--- src/rtl/apb_master_ctrl.sv ---
// Single-outstanding APB initiator: command channel in, APB transfer out,
// response channel back with slave error and wait-state timeout reporting.
module apb_master_ctrl #(
    parameter int ADDR_W  = 12,
    parameter int DATA_W  = 32,
    parameter int TIMEOUT = 16
) (
    input  logic              clk,
    input  logic              rst_n,
    input  logic              cmd_valid,
    output logic              cmd_ready,
    input  logic              cmd_write,
    input  logic [ADDR_W-1:0] cmd_addr,
    input  logic [DATA_W-1:0] cmd_wdata,
    input  logic [3:0]        cmd_wstrb,
    output logic              rsp_valid,
    input  logic              rsp_ready,
    output logic [DATA_W-1:0] rsp_rdata,
    output logic              rsp_err,
    output logic              rsp_timeout,
    output logic              psel,
    output logic              penable,
    output logic              pwrite,
    output logic [ADDR_W-1:0] paddr,
    output logic [DATA_W-1:0] pwdata,
    output logic [3:0]        pstrb,
    input  logic [DATA_W-1:0] prdata,
    input  logic              pready,
    input  logic              pslverr
);

    // Keep the counter at least one bit wide so TIMEOUT = 0 still elaborates.
    localparam int CNT_W = (TIMEOUT > 0) ? $clog2(TIMEOUT + 1) : 1;

    typedef enum logic [1:0] {IDLE, SETUP, ACCESS, RESP} state_t;

    state_t           state;
    state_t           state_nxt;
    logic [CNT_W-1:0] wait_cnt;
    logic             timeout_hit;

    assign cmd_ready   = (state == IDLE);
    assign timeout_hit = (TIMEOUT != 0) && (wait_cnt == CNT_W'(TIMEOUT - 1));

    always_ff @(posedge clk or negedge rst_n) begin
        if (!rst_n) begin
            state <= IDLE;
        end else begin
            state <= state_nxt;
        end
    end

    always_comb begin
        state_nxt = state;
        case (state)
            IDLE:    if (cmd_valid) state_nxt = SETUP;
            SETUP:   state_nxt = ACCESS;
            ACCESS:  if (pready || timeout_hit) state_nxt = RESP;
            RESP:    if (rsp_ready) state_nxt = IDLE;
            default: state_nxt = IDLE;
        endcase
    end

    always_ff @(posedge clk or negedge rst_n) begin
        if (!rst_n) begin
            psel        <= 1'b0;
            penable     <= 1'b0;
            pwrite      <= 1'b0;
            paddr       <= '0;
            pwdata      <= '0;
            pstrb       <= '0;
            rsp_valid   <= 1'b0;
            rsp_rdata   <= '0;
            rsp_err     <= 1'b0;
            rsp_timeout <= 1'b0;
            wait_cnt    <= '0;
        end else begin
            case (state)
                IDLE: begin
                    if (cmd_valid) begin
                        psel   <= 1'b1;
                        pwrite <= cmd_write;
                        paddr  <= cmd_addr;
                        pwdata <= cmd_wdata;
                        pstrb  <= cmd_write ? cmd_wstrb : 4'h0;
                    end
                end
                SETUP: begin
                    penable  <= 1'b1;
                    wait_cnt <= '0;
                end
                ACCESS: begin
                    // A late pready on the limit cycle still completes normally.
                    if (pready) begin
                        psel        <= 1'b0;
                        penable     <= 1'b0;
                        rsp_valid   <= 1'b1;
                        rsp_rdata   <= (pwrite || pslverr) ? '0 : prdata;
                        rsp_err     <= pslverr;
                        rsp_timeout <= 1'b0;
                    end else if (timeout_hit) begin
                        psel        <= 1'b0;
                        penable     <= 1'b0;
                        rsp_valid   <= 1'b1;
                        rsp_rdata   <= '0;
                        rsp_err     <= 1'b1;
                        rsp_timeout <= 1'b1;
                    end else if (wait_cnt != '1) begin
                        wait_cnt <= wait_cnt + 1'b1;
                    end
                end
                RESP: begin
                    if (rsp_ready) rsp_valid <= 1'b0;
                end
                default: ;
            endcase
        end
    end

endmodule

--- config.mk ---
export PLATFORM = sky130hd
export DESIGN_NAME = apb_master_ctrl
export DESIGN_NICKNAME = d
export VERILOG_FILES = /design/src/rtl/apb_master_ctrl.sv
export SDC_FILE = /design/constraint.sdc
export NUM_CORES = 1
export LEC_CHECK = 0
export BUFFER_PORTS_ARGS = -buffer_cell sky130_fd_sc_hd__buf_2
export CAP_MARGIN = 10
export CORE_MARGIN = 3
export CORE_UTILIZATION = 45
export CTS_CLUSTER_DIAMETER = 100
export DETAILED_ROUTE_END_ITERATION = 6
export PLACE_DENSITY_LB_ADDON = 0.12
export SYNTH_ARGS = -nofsm -noshare
export SYNTH_HDL_FRONTEND = slang
export SYNTH_SLANG_ARGS = --single-unit
export TNS_END_PERCENT = 20
--- constraint.sdc ---
create_clock -name clk -period 2.1 [get_ports clk]
set_input_delay 0.315 -clock clk [delete_from_list [all_inputs] [get_ports clk]]
set_output_delay 0.315 -clock clk [all_outputs]
set_load 0.05 [all_outputs]
==> metrics.md <==
| Metric | Value |
|---|---|
| Clock Latency Late Sink | 350 ps |
| TritonCTS Sinks | 93 |
| Cell row count | 32 |
| First-pass GRT wire length | 12400 um |
| Fin nets | 531 |
| Number of CTS-inserted buffers | 9 |
| H-tree depth | 3 |
| Setup slack, reg-to-reg | 140 ps |
| Fin. Hold Viols | 0 |
| Hold Path Stages | 2 |
| Vias/cell | 4.94 |
| CP max-delay cell | dfrtp_1 |
| Yosys cell types | 28 |
| Global placement routability congestion | 0.819 |
| Syn avg cell area | 14.3 um^2 |
| Area leader, netlist | dfrtp_1 |
| Post-route minimum period | 1960 ps |
| Antenna violations before repair | 0 |
| Status | finished, final reports clean |
| Critical-path maximum fanout | 6 |
| Area of the mapped netlist | 3640 um^2 |
| DRT iter0 DRCs | 74 |
| Slew margin rel. | 0.577 |
| Clk buf depth | 2 |
| Top delay family on crit path | flip-flops |
| Root buf cell | clkbuf_8 |
| Max Cap Violations | 0 |
| Crit share post-route | 0.933 |
| Fmax | 511 MHz |
| GRT Resource Usage Total | 0.177 |
| Worst Reg-to-Reg Cells | 6 |
| FFs w/ async S/R, synth | 1.00 |
| Sum of negative setup slack | 0 ps |
| N_diodes | 0 |
| Clk_skew | 10.5 ps |
| Number of synthesized flops with an enable pin | 0 |
| Syn nets | 349 |
| Synth top cells by count | dfrtp_1, mux2_2, a22o_1 |
| Layout cells sized above 1 | 0.559 |
| Arr. time, crit path | 2200 ps |
| Worst path bufs/invs | 0 |
| Port buffer count | 173 |
| Via count | 2678 |
| Share of the synthesized area in the top cell type | 0.639 |
| Detail Route Antenna Nets | 0 |
| RSZ-0062 raised after global routing | no |
| Critical Path RT | 2340 ps |
| Layout fillers | 650 |
| Synth top area cells | dfrtp_1, mux2_2, a22o_1 |
| Yosys reg bits | 93 |
| Crit-path cells | ha_1 -> and3_1 -> ha_4 -> nor2_1 -> a222oi_1 -> mux2_1 |
| WL/cell | 14.9 um |
| Initial Utilization | 0.466 |
| Boundary Pins | 174 |
| Die ar. | 9200 um^2 |
| WP depth | 6 |
| Top-count cell post-synth | dfrtp_1 |
| Critical path class | register to register |
| TritonRoute pass-1 iters | 4 |
| DP HPWL | 5970 um |
| Core Footprint | 7810 um^2 |
| Global route overflow | 0 |
| Crit path largest cell delay | 410 ps |
| Residual DRC | 0 |
| Setup violators final | 0 |
| CTS tree | done |
| Startpoint types | register |
| Ys Warns | 0 |
| Slew @ Worst Pin | 634 ps |
| Clock slew seen by the registers of the worst setup and hold paths | 90 ps |
| Setup crit end kind | register |
| Total Routed Length | 8090 um |
| Most used flip-flop cell after synthesis | dfrtp_1 |
| Hold WC Path Type | input pin to register |
| Post-Synthesis Cells | 254 |
| Area Overhead vs Synth | 35.6% |
| Width of the die | 95.9 um |
| Largest net degree at the start of global routing | 54 |
| Max-slew violation count | 0 |
| Vias in the first global route | 2603 |
| Seq/Total Area, Yosys | 0.639 |
| Die height | 95.9 um |
[flip-flops by register name, summed over array words and instances (netlist names)]
| signal | cells |
|---|---|
| rsp_err | 1 |
| state | 2 |
| psel | 1 |
| rsp_timeout | 1 |
| pwrite | 1 |
| rsp_valid | 1 |
| paddr | 12 |
| pwdata | 32 |
| wait_cnt | 5 |
| pstrb | 4 |
| rsp_rdata | 32 |
| penable | 1 |
[through the flow]
stage / cells / hold slack [ps] / area [um^2] / utilization / setup slack, ps
floorplan: 254 / 19.4 / 3640 / - / 179
global placement: 524 / 389 / 4670 / 0.598 / 160
detailed placement: 524 / 393 / 4670 / 0.598 / 61.6
CTS: 540 / 155 / 4910 / 0.629 / 32.6
global route: 542 / 155 / 4930 / 0.632 / 23.5
finish: 542 / 175 / 4930 / 0.632 / 141
[path summary, 6_finish.rpt]
path / end / startpoint
max in group asynchronous: rsp_rdata[6] / rst_n
setup / recovery: state[1] / wait_cnt[1]
setup reg to reg: state[1] / wait_cnt[1]
min in group asynchronous: rsp_valid / rst_n
hold / removal: rsp_rdata[1] / prdata[1]
hold reg to reg: pstrb[2] / pstrb[2]
[cell usage in the layout (no fill, tap or decap), drive strengths merged]
master,instances
a21oi,3
o2bb2ai,1
ha,8
a2bb2oi,1
nor2b,1
dlygate4sd3,1
a22oi,1
a22o,33
mux2i,3
clkinvlp,1
dfrtp,93
and3,1
a21o,2
mux2,46
buf,183
nor2,5
o21ai,10
nor4b,1
clkbuf,11
inv,8
nand2,16
and4,1
bufinv,3
a41oi,1
nor3,2
a221o,1
xnor2,2
a222oi,1
[routing by layer]
| metal | track usage | up-vias | share of wire |
|---|---|---|---|
| li1 | - | 1272 | - |
| met1 | 0.223 | 1288 | 0.42 |
| met2 | 0.269 | 101 | 0.47 |
| met3 | 0.0680 | 17 | 0.081 |
| met4 | 0.0806 | 0 | 0.027 |
| met5 | 0 | - | 0 |
[cell families (layout without fill, tap and decap cells)]
logic type	count (synthesis)	count (layout)	synth area share
muxes	49	49	0.151
AOI/OAI and AO/OA	54	54	0.117
xor gates and xnor gates	2	2	0.00481
DFF	93	93	0.639
and+or+nand+nor	27	27	0.0354
adders and majority gates	8	8	0.0275
buffers and inverters	21	207	0.0251
[layout make-up]
class,count,area [um^2],area share
tap,102,128,0.0259
clock inverter,4,97.6,0.0198
sequential,93,2330,0.472
timing repair buffer,184,978,0.198
inverter,8,30.0,0.00609
clock buffer,11,131,0.0266
multi-input combinational,140,1240,0.252
[repair_timing]
item | CTS | global route
resized for setup | 0 | 2
setup buffers | 0 | 2
hold buffers | 1 | 0
endpoints found under the setup margin | 0 | 1
endpoints found under the hold margin | 3 | 0
Power is not shown: default switching activity piles up to over one toggle a cycle in this logic, so the estimate is an artifact.
